### src/rtl/serial_pkg.sv
// Shared types and defaults for the serial word feeder.
package serial_pkg;

    typedef enum logic {
        IDLE  = 1'b0,
        SHIFT = 1'b1
    } state_e;

    localparam int   W_DEF        = 8;
    localparam logic IDLE_BIT_DEF = 1'b0;

endpackage

### src/rtl/ser_hold_buf.sv
// One-entry hold register between the handshake and the shifter.
module ser_hold_buf #(
    parameter int W = 8
) (
    input  logic         Clk,
    input  logic         reset_n,
    input  logic         wr,
    input  logic [W-1:0] wdata,
    input  logic         rd,
    output logic [W-1:0] rdata,
    output logic         full,
    output logic         in_ready
);

    logic [W-1:0] data_q, data_d;
    logic         full_q, full_d;

    always_comb begin
        data_d = data_q;
        full_d = full_q;
        if (wr) begin
            data_d = wdata;
            full_d = 1'b1;
        end else if (rd) begin
            full_d = 1'b0;
        end
    end

    always_ff @(posedge Clk) begin
        if (!reset_n) begin
            data_q <= '0;
            full_q <= 1'b0;
        end else begin
            data_q <= data_d;
            full_q <= full_d;
        end
    end

    assign rdata    = data_q;
    assign full     = full_q;
    assign in_ready = !full_q;

endmodule

### src/rtl/serial_word_feeder.sv
// Parallel-to-serial feeder with a one-word hold buffer and
// gapless streaming of back-to-back words.
module serial_word_feeder
    import serial_pkg::*;
#(
    parameter int   W         = W_DEF,
    parameter bit   MSB_FIRST = 1'b1,
    parameter logic IDLE_BIT  = IDLE_BIT_DEF
) (
    input  logic         Clk,
    input  logic         reset_n,
    input  logic [W-1:0] in_data,
    input  logic         in_valid,
    output logic         in_ready,
    output logic         ser_bit,
    output logic         ser_valid,
    output logic         word_start,
    output logic         busy
);

    localparam int            CW       = $clog2(W);
    localparam logic [CW-1:0] CNT_LAST = CW'(W - 1);

    state_e        state_q, state_d;
    logic [W-1:0]  shift_q, shift_d;
    logic [CW-1:0] cnt_q, cnt_d;
    logic          ser_bit_q, ser_bit_d;
    logic          ser_valid_q, ser_valid_d;
    logic          word_start_q, word_start_d;
    logic          busy_q, busy_d;

    logic          accept;
    logic          load;
    logic          adv_en;
    logic [W-1:0]  load_word;
    logic          hold_wr;
    logic          hold_rd;
    logic [W-1:0]  hold_data;
    logic          hold_full;
    logic          hold_full_nx;

    // shift_q keeps the not-yet-sent bits with the next one at the head
    function automatic logic head(input logic [W-1:0] w);
        return MSB_FIRST ? w[W-1] : w[0];
    endfunction

    function automatic logic [W-1:0] adv(input logic [W-1:0] w);
        return MSB_FIRST ? {w[W-2:0], 1'b0} : {1'b0, w[W-1:1]};
    endfunction

    ser_hold_buf #(
        .W (W)
    ) u_hold (
        .Clk      (Clk),
        .reset_n  (reset_n),
        .wr       (hold_wr),
        .wdata    (in_data),
        .rd       (hold_rd),
        .rdata    (hold_data),
        .full     (hold_full),
        .in_ready (in_ready)
    );

    assign accept = reset_n & in_valid & in_ready;

    always_comb begin
        state_d   = state_q;
        cnt_d     = cnt_q;
        load      = 1'b0;
        adv_en    = 1'b0;
        load_word = in_data;
        hold_wr   = 1'b0;
        hold_rd   = 1'b0;
        unique case (state_q)
            IDLE: begin
                load = accept;
            end
            SHIFT: begin
                if (cnt_q != CNT_LAST) begin
                    adv_en  = 1'b1;
                    cnt_d   = cnt_q + CW'(1);
                    hold_wr = accept;
                end else if (hold_full) begin
                    load      = 1'b1;
                    load_word = hold_data;
                    hold_rd   = 1'b1;
                    hold_wr   = accept;
                end else if (accept) begin
                    load = 1'b1;
                end else begin
                    state_d = IDLE;
                end
            end
            default: state_d = IDLE;
        endcase

        shift_d   = shift_q;
        ser_bit_d = IDLE_BIT;
        if (load) begin
            state_d   = SHIFT;
            cnt_d     = '0;
            ser_bit_d = head(load_word);
            shift_d   = adv(load_word);
        end else if (adv_en) begin
            ser_bit_d = head(shift_q);
            shift_d   = adv(shift_q);
        end

        hold_full_nx = hold_wr | (hold_full & ~hold_rd);
        ser_valid_d  = (state_d == SHIFT);
        word_start_d = load;
        busy_d       = (state_d == SHIFT) | hold_full_nx;
    end

    always_ff @(posedge Clk) begin
        if (!reset_n) begin
            state_q      <= IDLE;
            shift_q      <= '0;
            cnt_q        <= '0;
            ser_bit_q    <= IDLE_BIT;
            ser_valid_q  <= 1'b0;
            word_start_q <= 1'b0;
            busy_q       <= 1'b0;
        end else begin
            state_q      <= state_d;
            shift_q      <= shift_d;
            cnt_q        <= cnt_d;
            ser_bit_q    <= ser_bit_d;
            ser_valid_q  <= ser_valid_d;
            word_start_q <= word_start_d;
            busy_q       <= busy_d;
        end
    end

    assign ser_bit    = ser_bit_q;
    assign ser_valid  = ser_valid_q;
    assign word_start = word_start_q;
    assign busy       = busy_q;

endmodule

### config.mk
export PLATFORM = sky130hd
export DESIGN_NAME = serial_word_feeder
export DESIGN_NICKNAME = d
export VERILOG_FILES = /design/src/rtl/serial_pkg.sv /design/src/rtl/ser_hold_buf.sv /design/src/rtl/serial_word_feeder.sv
export SDC_FILE = /design/constraint.sdc
export NUM_CORES = 1
export LEC_CHECK = 0
export CAP_MARGIN = 25
export CELL_PAD_IN_SITES_DETAIL_PLACEMENT = 0
export CELL_PAD_IN_SITES_GLOBAL_PLACEMENT = 1
export CORE_MARGIN = 2
export CORE_UTILIZATION = 35
export CTS_BUF_LIST = sky130_fd_sc_hd__clkbuf_16
export CTS_CLUSTER_SIZE = 28
export DETAILED_ROUTE_END_ITERATION = 7
export GPL_ROUTABILITY_DRIVEN = 1
export PLACE_DENSITY = 0.74
export SLEW_MARGIN = 20
export SYNTH_ARGS = -nofsm -noshare
export SYNTH_HDL_FRONTEND = slang
export SYNTH_SLANG_ARGS = --single-unit
export TNS_END_PERCENT = 50
### constraint.sdc
create_clock -name Clk -period 3.6 [get_ports Clk]
set_clock_uncertainty 0.05 [all_clocks]
set_input_delay 0.72 -clock Clk [delete_from_list [all_inputs] [get_ports Clk]]
set_output_delay 0.72 -clock Clk [all_outputs]
set_load 0.05 [all_outputs]
==> reports/results.txt, run 1 <==
Layout Nets: 136
Arr. time, crit path: 1.54 ns
Worst R2R Path Depth: 5
Slew Limit Fails: 0
register area share after synthesis: 0.424
Mapped Cells: 112
Setup Slack @ Placement: 1.21 ns
DP HPWL: 1430 um
post-synth top area cell: dfxtp_1
Cell Rows: 20
P per Cell Area: 455 nW/um2
Worst Setup SP: ser_valid$_SDFF_PN0_
maximum clock frequency: 433 MHz
CP max stage cell: clkdlybuf4s50_1
ANT nets after route: 0
Die Span Y: 59.7 um
CTS tree: yes
mapped cell area: 1080 um2
TritonRoute pass-1 iters: 4
total track usage: 0.126
fraction of layout cells with a size suffix above 1: 0.0984
Yosys cell types: 26
Seq cells post-synth: 23
CTS Hold Bufs: 0
Clock Power Share: 0.399
Reg power frac: 0.465
FF-to-FF Start: cnt_q[0]$_SDFFE_PP0P_
Max-slew headroom: 0.570
Clock Latency Late Sink: 0.25 ns
area of placed instances: 1220 um2
n_diodes: 0
CTS root buffer: clkbuf_16
fill count: 307
Core Area: 3000 um2
CTS max path bufs: 2
crit path capture type: output port
Final setup viols: 0
number of DRC markers in iteration 0: 9
CTS buffer count: 3
top cells by area, synth: dfxtp_1, mux2i_1, o221ai_2
# resized after CTS: 0
clk sinks: 23
FF-to-FF End: shift_q[7]$_SDFFE_PN0P_
Boundary Pins: 16
sw frac: 0.240
max cap viols: 0
reg2reg setup slack: 1.74 ns
crit path to: ser_valid
Via Count: 835
crit path launch type: flop
Synth-to-Final Area Change: 20.0%
die area: 3560 um2
DRC viols: 0
WL final: 2130 um
period utilisation layout: 0.642
average size of a mapped cell: 9.69 um2
Fin. Hold Viols: 0
Comb power frac: 0.136
clk slew on worst S/H paths: 0.06 ns
hold slack: 0.421 ns
syn_nets: 125
WHS Path Cells: 2
CP Buf/Inv Count: 1
CP max FO: 7
worst-path cell chain: clkdlybuf4s50_1
Net Switching: 142 uW
initial antenna violation count: 0
RSZ-0062 raised after global routing: no
Die Width: 59.7 um
Critical Path RT: 2.83 ns
detailed-route wire length per cell: 13.7 um
top cell type's share of synthesized area: 0.424
non-filler cells, final: 155
Via-to-Cell Ratio: 5.39
Worst Hold Class: flop to flop
Warnings, synthesis: 0
remaining global-route overflow: 0
fin crit period: 2.31 ns
Pint: 450 uW
Peak VDD IR: 230 uV
final setup TNS: 0 ns
CP delay by family, top: buffers and inverters
vias in the first global route: 758
Leak Pwr: 0.000517 uW
worst setup margin: 1.29 ns
Post-Place Cells: 151
crit path kind: flop to output port
worst slew pin tran: 0.644 ns
count of input and output buffers: 15
routability cong.: 0.769
H-tree Lvls: 1
outcome: complete, no violations
critical path's largest stage delay: 0.85 ns
Initial Utilization: 0.361
Post-CTS Setup Bufs: 0
largest net degree at the start of global routing: 18
stages on the worst setup path: 1
design area: 1300 um2
first-pass GRT wire length: 3420 um
layout make-up:
cell class	instances	area, um2	area share
clock buffer	3	75.1	0.0577
clock inverter	1	3.75	0.00288
inverter	9	33.8	0.0260
multi-input combinational	71	537	0.412
sequential	23	460	0.354
tap	33	41.3	0.0317
timing repair buffer	15	150	0.115
cells in the final DEF (no fill, tap or decap):
cell / n
dfxtp_1: 23
clkdlybuf4s50_1: 15
mux2i_1: 11
inv_1: 10
o21ai_0: 10
nand3_1: 9
nand2_1: 7
a21boi_0: 7
o221ai_2: 6
nor2b_1: 4
nor2_1: 3
clkbuf_16: 3
ha_1: 2
nand2b_1: 1
o211ai_2: 1
or3b_4: 1
and3b_2: 1
o22ai_1: 1
o32ai_1: 1
and2_1: 1
o31a_1: 1
a22oi_1: 1
nand3b_1: 1
a21boi_1: 1
xnor2_1: 1
worst register-to-register path, delay by kind of cell, from the launching register on:
kind	cells	cell delay (ns)
DFF	1	0.35
muxes	1	0.37
adders and majority gates	2	0.39
AOI/OAI and AO/OA	1	0.12
and+or+nand+nor	1	0.46
synthesized netlist by cell type (all sizes together):
| cell | n |
|---|---|
| nand3b | 1 |
| clkbuf | 3 |
| nand3 | 9 |
| nand2b | 1 |
| o21ai | 10 |
| o221ai | 6 |
| xnor2 | 1 |
| buf | 6 |
| and2 | 1 |
| o31a | 1 |
| o211ai | 1 |
| ha | 2 |
| mux2i | 11 |
| o22ai | 1 |
| dfxtp | 23 |
| a21boi | 8 |
| a22oi | 1 |
| nor2 | 3 |
| inv | 9 |
| o32ai | 1 |
| or3b | 1 |
| and3b | 1 |
| nor2b | 4 |
| nand2 | 7 |
flip-flops by register name (all words and copies together), names as in the netlist:
name and flops:
u_hold.rdata 8, shift_q 7, cnt_q 3, busy 1, ser_bit 1, ser_valid 1, u_hold.full 1, word_start 1
power groups by stage:
stage | Clock, uW | Sequential [uW] | Combinational (uW)
after floorplan | 0 | 289 | 46.9
after global placement | 0 | 280 | 79.9
after detailed placement | 0 | 281 | 80.4
after CTS | 238 | 275 | 81.1
after global routing | 249 | 277 | 87.1
final | 236 | 275 | 80.5
how the worst min path moves through the flow:
stage	to	from	slack (ns)
2_1_floorplan	shift_q[2]$_SDFFE_PN0P_	shift_q[1]$_SDFFE_PN0P_	0.39
3_3_place_gp	shift_q[2]$_SDFFE_PN0P_	shift_q[1]$_SDFFE_PN0P_	0.40
3_5_place_dp	shift_q[4]$_SDFFE_PN0P_	shift_q[3]$_SDFFE_PN0P_	0.40
4_1_cts	shift_q[4]$_SDFFE_PN0P_	shift_q[3]$_SDFFE_PN0P_	0.42
5_1_grt	shift_q[4]$_SDFFE_PN0P_	shift_q[3]$_SDFFE_PN0P_	0.45
6_report	shift_q[4]$_SDFFE_PN0P_	shift_q[3]$_SDFFE_PN0P_	0.42
per-stage QoR:
stage               utilization  power [uW]
global route              0.433         612
CTS                       0.433         595
finish                    0.433         592
detailed placement        0.407         361
global placement          0.407         360
floorplan                     -         336
metal layers:
| layer | routed length, um | up-vias | GRT usage |
|---|---|---|---|
| met5 | 0 | - | 0 |
| met1 | 1080 | 403 | 0.179 |
| met4 | 17 | 0 | 0.0381 |
| met3 | 67 | 4 | 0.0260 |
| li1 | - | 414 | - |
| met2 | 962 | 14 | 0.191 |
cell families (layout without fill, tap and decap cells):
kind of cell,count (synthesis),in the layout,synth area share
compound gates,29,29,0.225
xor+xnor,1,1,0.00808
fa+ha+maj,2,2,0.0231
buf+inv,18,28,0.0807
flops,23,23,0.424
mux,11,11,0.102
simple gates,28,28,0.137
No activity file was read; power rests on OpenSTA's default activity.
==> run 2: changes to the inputs <==
Settings changed: PLACE_DENSITY 0.74 to 0.76.
Clock period 3.6 ns to 1.95 ns, I/O delays scaled along.
==> run 2 against run 1 <==
Compared with the run above:
- worst hold slack worse by 0.0069 ns
- critical path depth stayed put
- count of clock-buffer cells in the layout stayed put
- die area stayed put
- largest power group unchanged
==> reports/results.txt, run 2 (synthesis gave the netlist of run 1 again) <==
first-pass GRT wire length: 3730 um (+8.9%)
clk sinks: 23 (unchanged)
Setup Slack @ Placement: 0.129 ns (-1.08 ns)
Arr. time, crit path: 1.37 ns (-0.17 ns)
crit path kind: flop to output port
CTS root buffer: clkbuf_16
CP Buf/Inv Count: 1 (unchanged)
routability cong.: 0.724 (-5.8%)
crit path launch type: flop
max cap viols: 0 (unchanged)
worst setup margin: 0.138 ns (-1.15 ns)
most frequent cells in the layout: dfxtp_1, clkdlybuf4s50_1, mux2i_1
# resized after CTS: 0 (unchanged)
CTS buffer count: 3 (unchanged)
WL final: 2210 um (+3.9%)
WHS Path Cells: 2 (unchanged)
DRC viols: 0 (unchanged)
Peak VDD IR: 613 uV (+170%)
design area: 1340 um2 (+3.2%)
vias in the first global route: 815 (+7.5%)
die area: 3560 um2 (unchanged)
Layout Nets: 142 (+4.4%)
CTS tree: yes
Post-CTS Setup Bufs: 0 (unchanged)
area of placed instances: 1260 um2 (+3.3%)
Hold Path Sink: shift_q[6]$_SDFFE_PN0P_
Leak Pwr: 0.000545 uW (+5.5%)
CTS max path bufs: 2 (unchanged)
hold path startpoint: shift_q[5]$_SDFFE_PN0P_
final setup TNS: 0 ns (unchanged)
Initial Utilization: 0.361 (unchanged)
n_diodes: 0 (unchanged)
maximum clock frequency: 552 MHz
DP HPWL: 1620 um (+14%)
Synth-to-Final Area Change: 23.8%
worst-path cell chain: clkdlybuf4s50_1
Cell Rows: 20 (unchanged)
Worst R2R Path Depth: 6 (+1)
outcome: complete, no violations
commonest non-fill, non-tap cell in the layout: dfxtp_1
remaining global-route overflow: 0 (unchanged)
count of input and output buffers: 15 (unchanged)
Die Width: 59.7 um (unchanged)
initial antenna violation count: 0 (unchanged)
crit path capture type: output port
fraction of layout cells with a size suffix above 1: 0.164 (+0.0657)
Clock Latency Late Sink: 0.25 ns (about the same)
total track usage: 0.142 (+0.0158)
FF-to-FF End: shift_q[5]$_SDFFE_PN0P_
FF-to-FF Start: cnt_q[0]$_SDFFE_PP0P_
Boundary Pins: 16 (unchanged)
fin crit period: 1.81 ns
clk slew on worst S/H paths: 0.06 ns (about the same)
ANT nets after route: 0 (unchanged)
detailed-route wire length per cell: 13.7 um (about the same)
Via Count: 841 (+0.72%)
Core Area: 3000 um2 (unchanged)
TritonRoute pass-1 iters: 4 (unchanged)
Via-to-Cell Ratio: 5.22 (-3.0%)
Slew Limit Fails: 0 (unchanged)
critical path's largest stage delay: 0.80 ns (-0.05 ns)
P per Cell Area: 823 nW/um2 (+81%)
Critical Path RT: 1.51 ns (-1.32 ns)
Post-Place Cells: 157 (+4.0%)
Worst Hold Class: flop to flop
reg2reg setup slack: 0.29 ns (-1.45 ns)
non-filler cells, final: 161 (+3.9%)
max reg flops: 8 (unchanged)
CP max FO: 1 (-6)
CP max stage cell: clkdlybuf4s50_1
Final setup viols: 0 (unchanged)
Max-slew headroom: 0.672 (+0.102)
number of DRC markers in iteration 0: 19 (+10)
Die Span Y: 59.7 um (unchanged)
period utilisation layout: 0.929
worst slew pin tran: 0.491 ns (-0.154 ns)
CP delay by family, top: buffers and inverters
largest net degree at the start of global routing: 16 (-2)
CTS Hold Bufs: 0 (unchanged)
RSZ-0062 raised after global routing: no
H-tree Lvls: 1 (unchanged)
Fin. Hold Viols: 0 (unchanged)
Worst Setup SP: busy$_SDFF_PN0_
[run 2: cell types whose count changed in the layout (fill, tap and decap cells not counted)]
| cell | before | now |
|---|---|---|
| buf_4 | 0 | 8 |
| clkdlybuf4s50_1 | 15 | 13 |
| clkinv_2 | 0 | 1 |
| inv_1 | 10 | 9 |
[run 2: area by class of cell]
cell class	instances	area (um2)
sequential	23	460
clock inverter	1	5.00
clock buffer	3	75.1
fill	282	1660
multi-input combinational	71	537
tap	33	41.3
timing repair buffer	21	190
inverter	9	33.8
[run 2: power by group]
part	total [uW]	internal, uW	switching [uW]	leakage [uW]
Clock	440	276	164	0.0000409
Combinational	158	69.9	88.1	0.000316
Sequential	508	494	13.9	0.000188
[run 2: worst max-delay path by stage]
| stage | to | slack, ns | cells past startpoint |
|---|---|---|---|
| after floorplan | shift_q[2]$_SDFFE_PN0P_ | 0.31 | 7 |
| after global placement | shift_q[6]$_SDFFE_PN0P_ | 0.19 | 4 |
| after detailed placement | u_hold.rdata[5]$_SDFFE_PN0P_ | 0.13 | 4 |
| after CTS | busy | 0.13 | 1 |
| after global routing | busy | 0.10 | 1 |
| final | busy | 0.14 | 1 |
[run 2: per-layer routing]
layer | global-route usage | wire [um] | up-vias
li1 | - | - | 425
met1 | 0.183 | 1090 | 398
met2 | 0.241 | 1030 | 18
met3 | 0.0390 | 87 | 0
met4 | 0.0190 | 0 | 0
met5 | 0 | 0 | -
[run 2: per-stage QoR]
step / utilization / power (uW) / hold WS (ns)
3_3_place_gp: 0.420 / 673 / 0.392
3_5_place_dp: 0.420 / 678 / 0.400
6_report: 0.447 / 1110 / 0.414
2_1_floorplan: - / 620 / 0.386
4_1_cts: 0.447 / 1120 / 0.414
5_1_grt: 0.447 / 1160 / 0.433
